<file path="src/rtl/mem_wb.sv">
// MEM/WB pipeline register: aligns and extends load data, applies flush/stall, owns HI/LO.
// Latency 1 cycle MEM->WB; HI/LO commit on the following edge and are forwarded in the meantime.
module mem_wb #(
  parameter int DATA_W = 32,
  parameter int ADDR_W = 5
) (
  input  logic              clk,
  input  logic              rst,
  input  logic              stall_mem,
  input  logic              stall_wb,
  input  logic              flush,
  input  logic              mem_wreg,
  input  logic [ADDR_W-1:0] mem_wd,
  input  logic [DATA_W-1:0] mem_wdata,
  input  logic [2:0]        mem_load,
  input  logic [1:0]        mem_addr_lo,
  input  logic [DATA_W-1:0] mem_rdata,
  input  logic              mem_whilo,
  input  logic [DATA_W-1:0] mem_hi,
  input  logic [DATA_W-1:0] mem_lo,
  output logic              wb_wreg,
  output logic [ADDR_W-1:0] wb_wd,
  output logic [DATA_W-1:0] wb_wdata,
  output logic [DATA_W-1:0] hi_o,
  output logic [DATA_W-1:0] lo_o,
  output logic              adel_o
);

  localparam logic [2:0] LD_LB  = 3'd1;
  localparam logic [2:0] LD_LBU = 3'd2;
  localparam logic [2:0] LD_LH  = 3'd3;
  localparam logic [2:0] LD_LHU = 3'd4;
  localparam logic [2:0] LD_LW  = 3'd5;

  logic [7:0]        w_byte;
  logic [15:0]       w_half;
  logic [DATA_W-1:0] w_wdata;
  logic              w_misaligned;

  logic              r_wreg;
  logic [ADDR_W-1:0] r_wd;
  logic [DATA_W-1:0] r_wdata;
  logic              r_adel;
  logic              r_whilo;
  logic              r_fresh;
  logic [DATA_W-1:0] r_hi_new;
  logic [DATA_W-1:0] r_lo_new;
  logic [DATA_W-1:0] r_hi;
  logic [DATA_W-1:0] r_lo;

  // Big-endian lane select: offset 0 is the most significant byte.
  always_comb begin
    w_byte = 8'h00;
    case (mem_addr_lo)
      2'd0:    w_byte = mem_rdata[31:24];
      2'd1:    w_byte = mem_rdata[23:16];
      2'd2:    w_byte = mem_rdata[15:8];
      default: w_byte = mem_rdata[7:0];
    endcase
    w_half = mem_addr_lo[1] ? mem_rdata[15:0] : mem_rdata[31:16];
  end

  always_comb begin
    w_wdata      = mem_wdata;
    w_misaligned = 1'b0;
    case (mem_load)
      LD_LB:  w_wdata = {{(DATA_W-8){w_byte[7]}}, w_byte};
      LD_LBU: w_wdata = {{(DATA_W-8){1'b0}}, w_byte};
      LD_LH: begin
        w_wdata      = {{(DATA_W-16){w_half[15]}}, w_half};
        w_misaligned = mem_addr_lo[0];
      end
      LD_LHU: begin
        w_wdata      = {{(DATA_W-16){1'b0}}, w_half};
        w_misaligned = mem_addr_lo[0];
      end
      LD_LW: begin
        w_wdata      = mem_rdata;
        w_misaligned = |mem_addr_lo;
      end
      default: w_wdata = mem_wdata;
    endcase
  end

  always_ff @(posedge clk or negedge rst) begin
    if (!rst) begin
      r_wreg   <= 1'b0;
      r_wd     <= '0;
      r_wdata  <= '0;
      r_adel   <= 1'b0;
      r_whilo  <= 1'b0;
      r_fresh  <= 1'b0;
      r_hi_new <= '0;
      r_lo_new <= '0;
      r_hi     <= '0;
      r_lo     <= '0;
    end else begin
      // Commit only on the edge right after the entry was captured.
      if (r_fresh && r_whilo) begin
        r_hi <= r_hi_new;
        r_lo <= r_lo_new;
      end
      if (flush || (stall_mem && !stall_wb)) begin
        r_wreg   <= 1'b0;
        r_wd     <= '0;
        r_wdata  <= '0;
        r_adel   <= 1'b0;
        r_whilo  <= 1'b0;
        r_fresh  <= 1'b0;
        r_hi_new <= '0;
        r_lo_new <= '0;
      end else if (stall_mem) begin
        r_adel  <= 1'b0;
        r_fresh <= 1'b0;
      end else begin
        r_wreg   <= mem_wreg && !w_misaligned;
        r_wd     <= mem_wd;
        r_wdata  <= w_wdata;
        r_adel   <= w_misaligned;
        r_whilo  <= mem_whilo;
        r_fresh  <= 1'b1;
        r_hi_new <= mem_hi;
        r_lo_new <= mem_lo;
      end
    end
  end

  assign wb_wreg  = r_wreg;
  assign wb_wd    = r_wd;
  assign wb_wdata = r_wdata;
  assign adel_o   = r_adel;
  assign hi_o     = r_whilo ? r_hi_new : r_hi;
  assign lo_o     = r_whilo ? r_lo_new : r_lo;

endmodule

</file>
<file path="config.mk">
export PLATFORM = sky130hd
export DESIGN_NAME = mem_wb
export DESIGN_NICKNAME = d
export VERILOG_FILES = /design/src/rtl/mem_wb.sv
export SDC_FILE = /design/constraint.sdc
export NUM_CORES = 1
export LEC_CHECK = 0
export ABC_CLOCK_PERIOD_IN_PS = 3000
export CAP_MARGIN = 5
export CORE_MARGIN = 4
export CORE_UTILIZATION = 35
export CTS_CLUSTER_SIZE = 28
export DETAILED_ROUTE_END_ITERATION = 8
export SLEW_MARGIN = 20
export SYNTH_ARGS = -nofsm -noshare
export SYNTH_HDL_FRONTEND = slang
export SYNTH_SLANG_ARGS = --single-unit
</file>
<file path="constraint.sdc">
create_clock -name clk -period 3 [get_ports clk]
set_input_delay 0.9 -clock clk [delete_from_list [all_inputs] [get_ports clk]]
set_output_delay 0.9 -clock clk [all_outputs]
set_load 0.02 [all_outputs]
</file>
# After elaboration in Yosys (flattened, before gate mapping)
# Cells that the tools add are included.
# totals
ff_bits,169
input_bits,145
out_inout_bits,103
elab_cells,49
# op_classes
eq_ne,8
muxes,22
n_reduce_logical,9
# op_table
cell,n
32-bit two-way mux,8
32-bit case mux with 5 select lines,1
8-bit case mux with 3 select lines,1
16-bit two-way mux,1
5-bit two-way mux,2
1-bit two-way mux,8
"3-bit by 2-bit equality test with 1-bit output, second input constant",2
"3-bit equality test, second input constant",2
2-bit OR reduction,2
"3-bit by 1-bit equality test with 1-bit output, second input constant",1
1-bit logical AND,3
"2-bit by 1-bit equality test with 1-bit output, second input constant",1
"2-bit equality test, second input constant",1
1-bit zero test,2
2-bit zero test,1
"2-bit by 1-bit inequality test with 1-bit output, second input constant",1
1-bit case mux with 2 select lines,1
1-bit logical OR,1

# Logic depth before layout (Yosys ltp)
# Gate-level depths: netlist (run 1).
# logic_depth
ltp_word,7
depth_mapped,7
mapped_depth_nobuf,4

# Worst setup path after synthesis (run 1)
# No wires, ideal clock.
# synth_timing
path_kind,register to output
from,register r_whilo
to,output hi_o[13]
t_arrival_ns,1.284
path_slack_ns,0.816
stages_incl_launch_ff,4
n_path_buf,2
path_cell_list,dfrtp_1 clkbuf_1 buf_2 mux2_2
# synth_via
elab_chain_len,1
# synth_lines
element,line_no,text
"start, declared",44,logic r_whilo;
"start signal, assigned",120,r_whilo <= mem_whilo;
32-bit two-way mux,132,assign hi_o = r_whilo ? r_hi_new : r_hi;
"end, declared",24,"output logic [DATA_W-1:0] hi_o,"
# Every way passes these cells.

# Worst setup path in the final report (run 1)
# layout_timing
from,register r_whilo
to,output lo_o[28]
# layout_via
elab_chain_len,1
# layout_lines
element,line_no,text
32-bit two-way mux,133,assign lo_o = r_whilo ? r_lo_new : r_lo;
"end, declared",25,"output logic [DATA_W-1:0] lo_o,"
# Every way passes these cells.

==> flow_summary_export.csv, run 1 <==
group,metric,value,unit
critical_path,startpoint,"r_whilo",
global_routing,overflow,0,
yosys,yosysUniqueCellTypes,45,
finish,multi_input_comb_area,3820,µm²
critical_path,critPathMaxFanout,26,
finish,antenna_cells,0,
critical_path,worstReg2RegStart,"r_whilo",
placement,dpl_worst_slack,0.0983,ns
routing,wl,24700,µm
yosys,synth_adder_area_share,0,%
critical_path,cp.required,2.10,ns
yosys,syn_area,8320,µm²
sta,worst_clock_skew,0.0106,ns
sta,slew_viol_final,0,
die,placementRows,56,
outcome,status,"finished clean",
critical_path,crit_end,"lo_o[28]",
routing,drt-pass1-iter-count,4,
critical_path,cp.depth,3,
critical_path,timing.rr.end,"r_lo[15]",
yosys,avgSynthCellArea,12.2,µm²
placement,io_buffer_count,247,
routing,ant_nets,0,
routing,vias,6561,
yosys,synth_top_family_by_area,"multiplexers",
critical_path,critPathKind,"register to primary output",
clock_network,clk_path_buf_depth,2,
die,initial_core_util,35.6,%
global_routing,grt_max_degree,65,
critical_path,slowest_stage,"clkdlybuf4s50_1",
clock_network,clock-sinks,169,
critical_path,critical_path.endpoint_type,"primary output",
sta,hold-worst-slack,0.385,ns
critical_path,path_cells,"clkbuf_16 -> mux2_2 -> clkdlybuf4s50_1",
die,die_x,162,µm
sta,setup_viol,0,
clock_network,cts_made_buffers,17,
yosys,synth_enable_flop_cells,0,
finish,fin_nets,1065,
yosys,synth_compound_area_share,16.7,%
finish,register_area,4230,µm²
sta,grt_setup_unrepaired,"yes",
critical_path,crit_path_start_kind,"register",
sta,setup_tns,0,ns
sta,timing_hold_violations_final,0,
pwr,vdd_drop_max,253,µV
placement,gp_congestion,0.839,
clock_network,holdBufCountCts,0,
yosys,ys_ff_latch,169,
sta,finalCritPeriodShare,98.0,%
yosys,yosys_warnings,0,
routing,drc,0,
finish,fillers,2142,
routing,viasPerCell,5.24,
global_routing,grt_pass1_wl,38800,µm
yosys,synth-simple-area-share,8.00,%
finish,fin_cells,1252,
yosys,syn_inst,682,
critical_path,path_delay_family,"buffers and inverters",
global_routing,grt_pass1_vias,6716,
yosys,yosysTopAreaCell,"dfrtp_1",
yosys,synth_area_leaders,"dfrtp_1 (51%), mux2_2 (17%), a22o_1 (9.0%)",
yosys,synthArstFlopShare,100,%
min_path,hold_class,"input port to asynchronous set/reset pin",
critical_path,rrSetupSlack,1.30,ns
sta,max_freq,340,MHz
clock_network,clockRootBuffer,"clkbuf_16",
clock_network,clk_latency,0.42,ns
sta,min_period,2.94,ns
sta,fin_ws,0.0610,ns
routing,first_iter_violations,423,
yosys,synth_mux_area_share,21.0,%
yosys,ys.flop_type,"dfrtp_1",
critical_path,cp.arrival,2.04,ns
global_routing,antenna_found_initial,2,
die,die-height,162,µm
yosys,ys_seq_area_share,50.8,%
clock_network,cts_tree,"yes",
yosys,synth_xor_area_share,0.105,%
finish,post-route-util,50.7,%
pwr,power_density,506,nW/µm²
finish,drive_gt1_share,22.6,%
routing,wl_per_cell,19.7,µm
die,die_area,26300,µm²
yosys,syn-num-nets,827,
critical_path,cp_slowest_stage_delay,0.54,ns
pwr,p_leak,5.33,nW
die,io-pin-count,248,
flow_run,cap_violations,0,
sta,slew_headroom,66.5,%
finish,synthToLayoutAreaGrowth,42.4,%
placement,hpwl,17000,µm
clock_network,path_clk_slew,0.07,ns
yosys,synth_top_area_share,50.8,%
clock_network,cts_htree_levels,4,
die,core_area,23400,µm²
sta,worst_pin_slew,0.501,ns
critical_path,r2r.worst_path.cells,4,
global_routing,grt_use_total,18.5,%
placement,place_inst,1219,
critical_path,crit_buf_inv,2,
[routing by layer]
metal  share of wire [%]  GRT usage [%]
met3                 6.9           5.79
met4                 1.4           4.08
met2                  45           27.8
met5                0.11              0
met1                  47           26.5
[synthesized netlist by cell type, types with 10 or more instances]
cell type  number
o21ai_1        16
dfrtp_1       169
clkbuf_1       27
nor2_1         20
mux2_2        128
a21oi_1        25
nand2_1        52
buf_2          23
o21ai_0        17
mux2i_1        10
o22a_1         16
a22o_1         86
[logic make-up after synthesis]
group,count (synthesis)
flip-flops,169
AND/OR/NAND/NOR,122
buffers and inverters,62
AO/OA/AOI/OAI,182
XOR/XNOR,1
multiplexers,146
[area by class of cell]
type / count / area share [%]
clock buffers: 19 / 3.65
clock inverters: 13 / 0.971
inverters: 1 / 0.0317
multi-input cells: 451 / 32.3
flip-flops and latches: 169 / 35.7
well taps: 319 / 3.37
repair buffers: 280 / 24.0
[repair_timing]
item,in CTS,in global routing
gates resized for setup,17,8
endpoints found under the hold margin,0,0
buffers inserted,0,0
endpoints found under the setup margin,17,32
cloned,0,1
[flip-flops by register name (all words and copies together), names as in the netlist]
name,cells
r_hi,32
r_hi_new,32
r_lo,32
r_lo_new,32
wb_wdata,32
wb_wd,5
adel_o,1
r_fresh,1
r_whilo,1
wb_wreg,1
[layout by cell type (no fill, tap or decap), types with 10 or more instances in the layout]
cell / count
clkbuf_16: 18
dlygate4sd2_1: 17
nor2_1: 19
dfrtp_1: 168
buf_4: 22
o21ai_0: 17
mux2i_1: 10
nand2_1: 51
a21oi_1: 25
clkdlybuf4s50_1: 222
o22a_1: 16
o21ai_1: 16
mux2_2: 128
a22o_1: 86
[how the worst min path moves through the flow]
stage                               to  depth (start not counted)  slack, ns        start
after floorplan                r_hi[0]                          1       0.48      r_hi[0]
after global placement     wb_wdata[0]                          2       0.47  wb_wdata[0]
after detailed placement   wb_wdata[4]                          2       0.48  wb_wdata[4]
after CTS                 r_hi_new[23]                          1       0.38          rst
after global routing      r_hi_new[23]                          1       0.38          rst
final                     r_hi_new[23]                          1       0.38          rst
[stage by stage]
stage / power [mW] / cell area [µm²]
2_1_floorplan: 3.29 / 8320
3_3_place_gp: 3.99 / 11300
3_5_place_dp: 4.00 / 11300
4_1_cts: 6.09 / 11800
5_1_grt: 6.29 / 11900
6_report: 6.00 / 11900
[where the power goes]
part | leakage, nW | internal (mW) | switching [mW]
logic | 2.80 | 0.734 | 0.635
registers | 2.27 | 2.46 | 0.100
clock network | 0.261 | 1.09 | 0.984
total | 5.33 | 4.28 | 1.72
(Power assumes the default switching activity.)
==> run 2: changes to the inputs <==
- ABC_AREA: not set -> 1
==> flow_summary_export.csv, run 2 <==
group,metric,value,unit
yosys,avgSynthCellArea,7.37,µm²
outcome,status,"finished clean",
sta,min_period,2.91,ns
pwr,vdd_drop_max,281,µV
pwr,internal_power,4.20,mW
placement,hpwl,18100,µm
critical_path,critical_path.endpoint_type,"primary output",
critical_path,cp_slowest_stage_delay,0.65,ns
clock_network,clk_path_buf_depth,2,
yosys,syn_inst,1119,
finish,multi_input_comb_area,3360,µm²
global_routing,grt_max_degree,72,
routing,wl_met3,1510,µm
critical_path,path_cells,"inv_2 -> buf_12 -> nand2_1 -> o21ai_0 -> clkdlybuf4s50_1",
routing,top_layer,"met4",
sta,worst_pin_slew,0.645,ns
sta,slew_headroom,57.0,%
finish,layout_common_cells,"nand2_1 (382), clkdlybuf4s50_1 (200), o21ai_0 (197)",
pwr,sw_frac_of_total,30.1,%
yosys,synth_enable_flop_cells,0,
critical_path,cp.arrival,2.01,ns
routing,wl,26100,µm
clock_network,clk_latency,0.42,ns
pwr,power_density,507,nW/µm²
routing,first_iter_violations,634,
die,io-pin-count,248,
global_routing,grt_pass1_wl,41600,µm
critical_path,path_delay_family,"buffers and inverters",
critical_path,slowest_stage,"clkdlybuf4s50_1",
flow_run,cap_violations,0,
sta,setup_viol,0,
clock_network,clock-sinks,169,
critical_path,crit_path_start_kind,"register",
pwr,p_leak,6.11,nW
yosys,yosys_warnings,0,
critical_path,r2r.worst_path.cells,3,
critical_path,crit_end,"hi_o[1]",
global_routing,overflow,0,
routing,drc,0,
die,die_x,161,µm
die,core_area,22900,µm²
critical_path,critPathMaxFanout,36,
routing,wl_met2,12000,µm
pwr,seqPwrFrac,41.7,%
yosys,ys.flop_type,"dfrtp_1",
critical_path,cp.required,2.10,ns
die,placementRows,55,
clock_network,path_clk_slew,0.07,ns
yosys,ys_top_cells_by_count,"nand2_1 (384), o21ai_0 (198), dfrtp_1 (169)",
finish,antenna_cells,0,
global_routing,grt_pass1_vias,7687,
global_routing,grt_use_total,19.7,%
pwr,p_clk_share,37.8,%
yosys,yosysUniqueCellTypes,23,
placement,io_buffer_count,247,
global_routing,antenna_found_initial,0,
sta,worst_clock_skew,0.00750,ns
sta,max_freq,344,MHz
finish,fillers,2254,
yosys,synth_area_leaders,"dfrtp_1 (51%), nand2_1 (17%), o21ai_0 (12%)",
clock_network,cts_htree_levels,4,
routing,ant_nets,0,
critical_path,rrSetupSlack,1.50,ns
clock_network,cts_tree,"yes",
critical_path,critPathKind,"register to primary output",
yosys,synthArstFlopShare,100,%
critical_path,startpoint,"r_whilo",
finish,post-route-util,51.7,%
finish,drive_gt1_share,5.45,%
yosys,yosysTopAreaCell,"dfrtp_1",
sta,setup_tns,0,ns
routing,wl_met1,12200,µm
finish,register_area,4230,µm²
pwr,power_frac_comb,20.4,%
min_path,hold_class,"input port to asynchronous set/reset pin",
critical_path,timing.rr.end,"r_lo[6]",
sta,finalCritPeriodShare,96.9,%
critical_path,cp.depth,5,
yosys,ys_ff_latch,169,
sta,timing_hold_violations_final,0,
finish,layout_commonest_cell,"nand2_1",
yosys,synth_most_common_cell,"nand2_1",
pwr,power.switching,1.81,mW
clock_network,clockRootBuffer,"clkbuf_16",
yosys,syn-num-nets,1264,
clock_network,cts_made_buffers,17,
die,initial_core_util,36.0,%
yosys,syn_area,8250,µm²
die,die_area,26100,µm²
sta,grt_setup_unrepaired,"no",
yosys,ys_seq_area_share,51.3,%
sta,slew_viol_final,0,
yosys,synth_top_area_share,51.3,%
routing,vias,7842,
finish,synthToLayoutAreaGrowth,43.8,%
routing,wl_per_cell,15.6,µm
die,die-height,161,µm
placement,gp_congestion,0.933,
clock_network,post_cts_buffers,0,
critical_path,worstReg2RegStart,"r_whilo",
finish,fin_nets,1489,
critical_path,crit_buf_inv,3,
routing,viasPerCell,4.70,
routing,drt-pass1-iter-count,5,
run 2: timing repair:
item / CTS / global route
setup endpoints to repair: 8 / 53
gates resized for setup: 9 / 38
hold buffers: 0 / 0
gates cloned: 0 / 1
run 2: worst min-delay path by stage:
stage	slack, ns	end	depth (start not counted)
after floorplan	0.45	r_hi[0]	2
after global placement	0.46	wb_wdata[0]	2
after detailed placement	0.46	wb_wdata[9]	2
after CTS	0.47	r_lo_new[19]	1
after global routing	0.48	r_lo[16]	1
final	0.46	r_lo[16]	1
run 2: cell families after synthesis:
group	count (synthesis)	synth area share, %
simple gates	571	27.4
flops	169	51.3
buf+inv	166	8.13
compound gates	213	13.2
run 2: layout make-up:
cell class | count | share of cell area, %
inverter | 99 | 3.13
clock inverter | 15 | 1.68
clock buffer | 17 | 3.59
timing repair buffer | 273 | 24.3
multi-input combinational | 784 | 28.3
sequential | 169 | 35.7
tap | 313 | 3.30
run 2: routing by layer:
layer  up-vias  track usage, %
met3        21            5.00
met1      3638            27.4
li1       3955               -
met4         0            4.42
met5         -               0
met2       228            31.3
run 2: metrics by stage:
step | power [mW] | hold WS, ns | setup slack (ns) | cell area, µm² | std cells
5_1_grt | 6.33 | 0.483 | 0.00388 | 11900 | 1670
3_5_place_dp | 3.80 | 0.464 | 0.359 | 11100 | 1637
6_report | 6.01 | 0.458 | 0.0932 | 11900 | 1670
4_1_cts | 6.10 | 0.473 | 0.0000917 | 11700 | 1669
2_1_floorplan | 3.13 | 0.453 | 0.748 | 8250 | 1119
3_3_place_gp | 3.79 | 0.463 | 0.362 | 11100 | 1637
run 2: power by group through the flow:
stage | logic (mW) | clock network [mW] | registers [mW]
after global routing | 1.36 | 2.44 | 2.53
after detailed placement | 1.25 | 0 | 2.55
after global placement | 1.25 | 0 | 2.55
after floorplan | 0.555 | 0 | 2.58
final | 1.23 | 2.27 | 2.51
after CTS | 1.25 | 2.34 | 2.51
==> run 3: changes to the inputs <==
- CORE_MARGIN: 4 -> 2
==> flow_summary_export.csv, run 3 (synthesis results as in run 2) <==
group,metric,value,unit
sta,setup_tns,0,ns
critical_path,critical_path.endpoint_type,"primary output",
placement,io_buffer_count,247,
flow_run,cap_violations,0,
sta,hold-worst-slack,0.429,ns
routing,wl_per_cell,15.1,µm
routing,drc,0,
sta,worst_clock_skew,0.00816,ns
clock_network,cts_htree_levels,4,
routing,ant_nets,0,
sta,timing_hold_violations_final,0,
clock_network,path_clk_slew,0.07,ns
pwr,fin_total_pwr,5.95,mW
min_path,hold_class,"input port to asynchronous set/reset pin",
finish,drive_gt1_share,5.45,%
routing,first_iter_violations,530,
critical_path,critPathKind,"register to primary output",
routing,wl_met2,11400,µm
die,io-pin-count,248,
global_routing,overflow,0,
die,placementRows,56,
global_routing,grt_use_total,20.7,%
routing,viasPerCell,4.72,
critical_path,worstReg2RegStart,"r_whilo",
critical_path,crit_path_start_kind,"register",
finish,design_area,11700,µm²
finish,synthToLayoutAreaGrowth,42.2,%
sta,finalCritPeriodShare,97.5,%
finish,post-route-util,50.2,%
critical_path,critPathMaxFanout,45,
die,core_area,23300,µm²
routing,vias,7903,
global_routing,antenna_found_initial,1,
placement,gp_congestion,0.894,
placement,hpwl,17300,µm
routing,wl_met3,1840,µm
routing,wl_met1,11600,µm
critical_path,cp.required,2.10,ns
sta,worst_pin_slew,0.591,ns
outcome,status,"finished clean",
die,initial_core_util,35.3,%
global_routing,grt_pass1_vias,7573,
clock_network,cts_tree,"yes",
die,die_x,157,µm
pwr,vdd_drop_max,273,µV
routing,drt-pass1-iter-count,5,
sta,max_freq,342,MHz
routing,top_layer,"met5",
sta,setup_viol,0,
finish,layout_commonest_cell,"nand2_1",
finish,fin_nets,1489,
critical_path,startpoint,"r_whilo",
finish,antenna_cells,0,
global_routing,grt_pass1_wl,40200,µm
clock_network,post_cts_buffers,0,
sta,slew_viol_final,0,
pwr,p_leak,5.84,nW
die,die-height,157,µm
clock_network,clk_path_buf_depth,2,
clock_network,clockRootBuffer,"clkbuf_16",
clock_network,clk_latency,0.42,ns
pwr,power_density,507,nW/µm²
clock_network,cts_made_buffers,17,
placement,place_area,11100,µm²
finish,layout_common_cells,"nand2_1 (382), o21ai_0 (195), clkdlybuf4s50_1 (185)",
die,die_area,24800,µm²
sta,min_period,2.93,ns
routing,wl,25400,µm
critical_path,cp.arrival,2.03,ns
clock_network,clock-sinks,169,
sta,slew_headroom,60.6,%
global_routing,grt_max_degree,69,
==> run 3: worst paths after layout <==
kind | slack (ns) | cells after the start | to
setup / recovery | 0.07 | 4 | lo_o[26]
hold / removal | 0.43 | 1 | r_lo_new[22]
setup reg to reg | 1.52 | 3 | r_lo[25]
hold reg to reg | 0.48 | 2 | wb_wdata[31]
max in group asynchronous | 1.81 | 2 | wb_wdata[19]
min in group clk | 0.48 | 2 | wb_wdata[31]
==> run 3: per-stage QoR <==
| step | worst slack [ns] | instances |
|---|---|---|
| after floorplan | 0.748 | 1119 |
| after global placement | 0.291 | 1643 |
| after detailed placement | 0.276 | 1643 |
| after CTS | 0.00448 | 1676 |
| after global routing | -0.0111 | 1676 |
| final | 0.0742 | 1676 |
==> run 3: cell type report <==
cell class	count	area [µm²]
fillers	2370	11600
flip-flops and latches	169	4230
multi-input cells	784	3360
repair buffers	273	2750
clock buffers	18	439
well taps	319	399
inverters	99	373
clock inverters	14	181
==> run 3: worst max-delay path, stage by stage (launching register included) <==
cell           delay (ns)
dfrtp_1              0.41
clkinv_2             0.14
bufbuf_16            0.35
o21ai_0              0.31
dlygate4sd2_1        0.39
==> run 3: what timing repair did <==
item | CTS | global route
gates cloned | 1 | 0
resized for setup | 53 | 12
pin swaps | 0 | 0
setup endpoints to repair | 23 | 12
hold buffers | 0 | 0
==> run 3: per-layer routing <==
layer / vias up / GRT usage (%)
met3: 33 / 5.51
met5: - / 0
met2: 247 / 32.4
met1: 3670 / 28.1
li1: 3951 / -
met4: 2 / 6.28
==> run 3: report_power, final <==
group | total [mW] | leakage [nW] | internal (mW) | switching (mW)
registers | 2.51 | 2.29 | 2.44 | 0.0725
clock network | 2.26 | 0.302 | 1.22 | 1.04
logic | 1.18 | 3.24 | 0.512 | 0.667
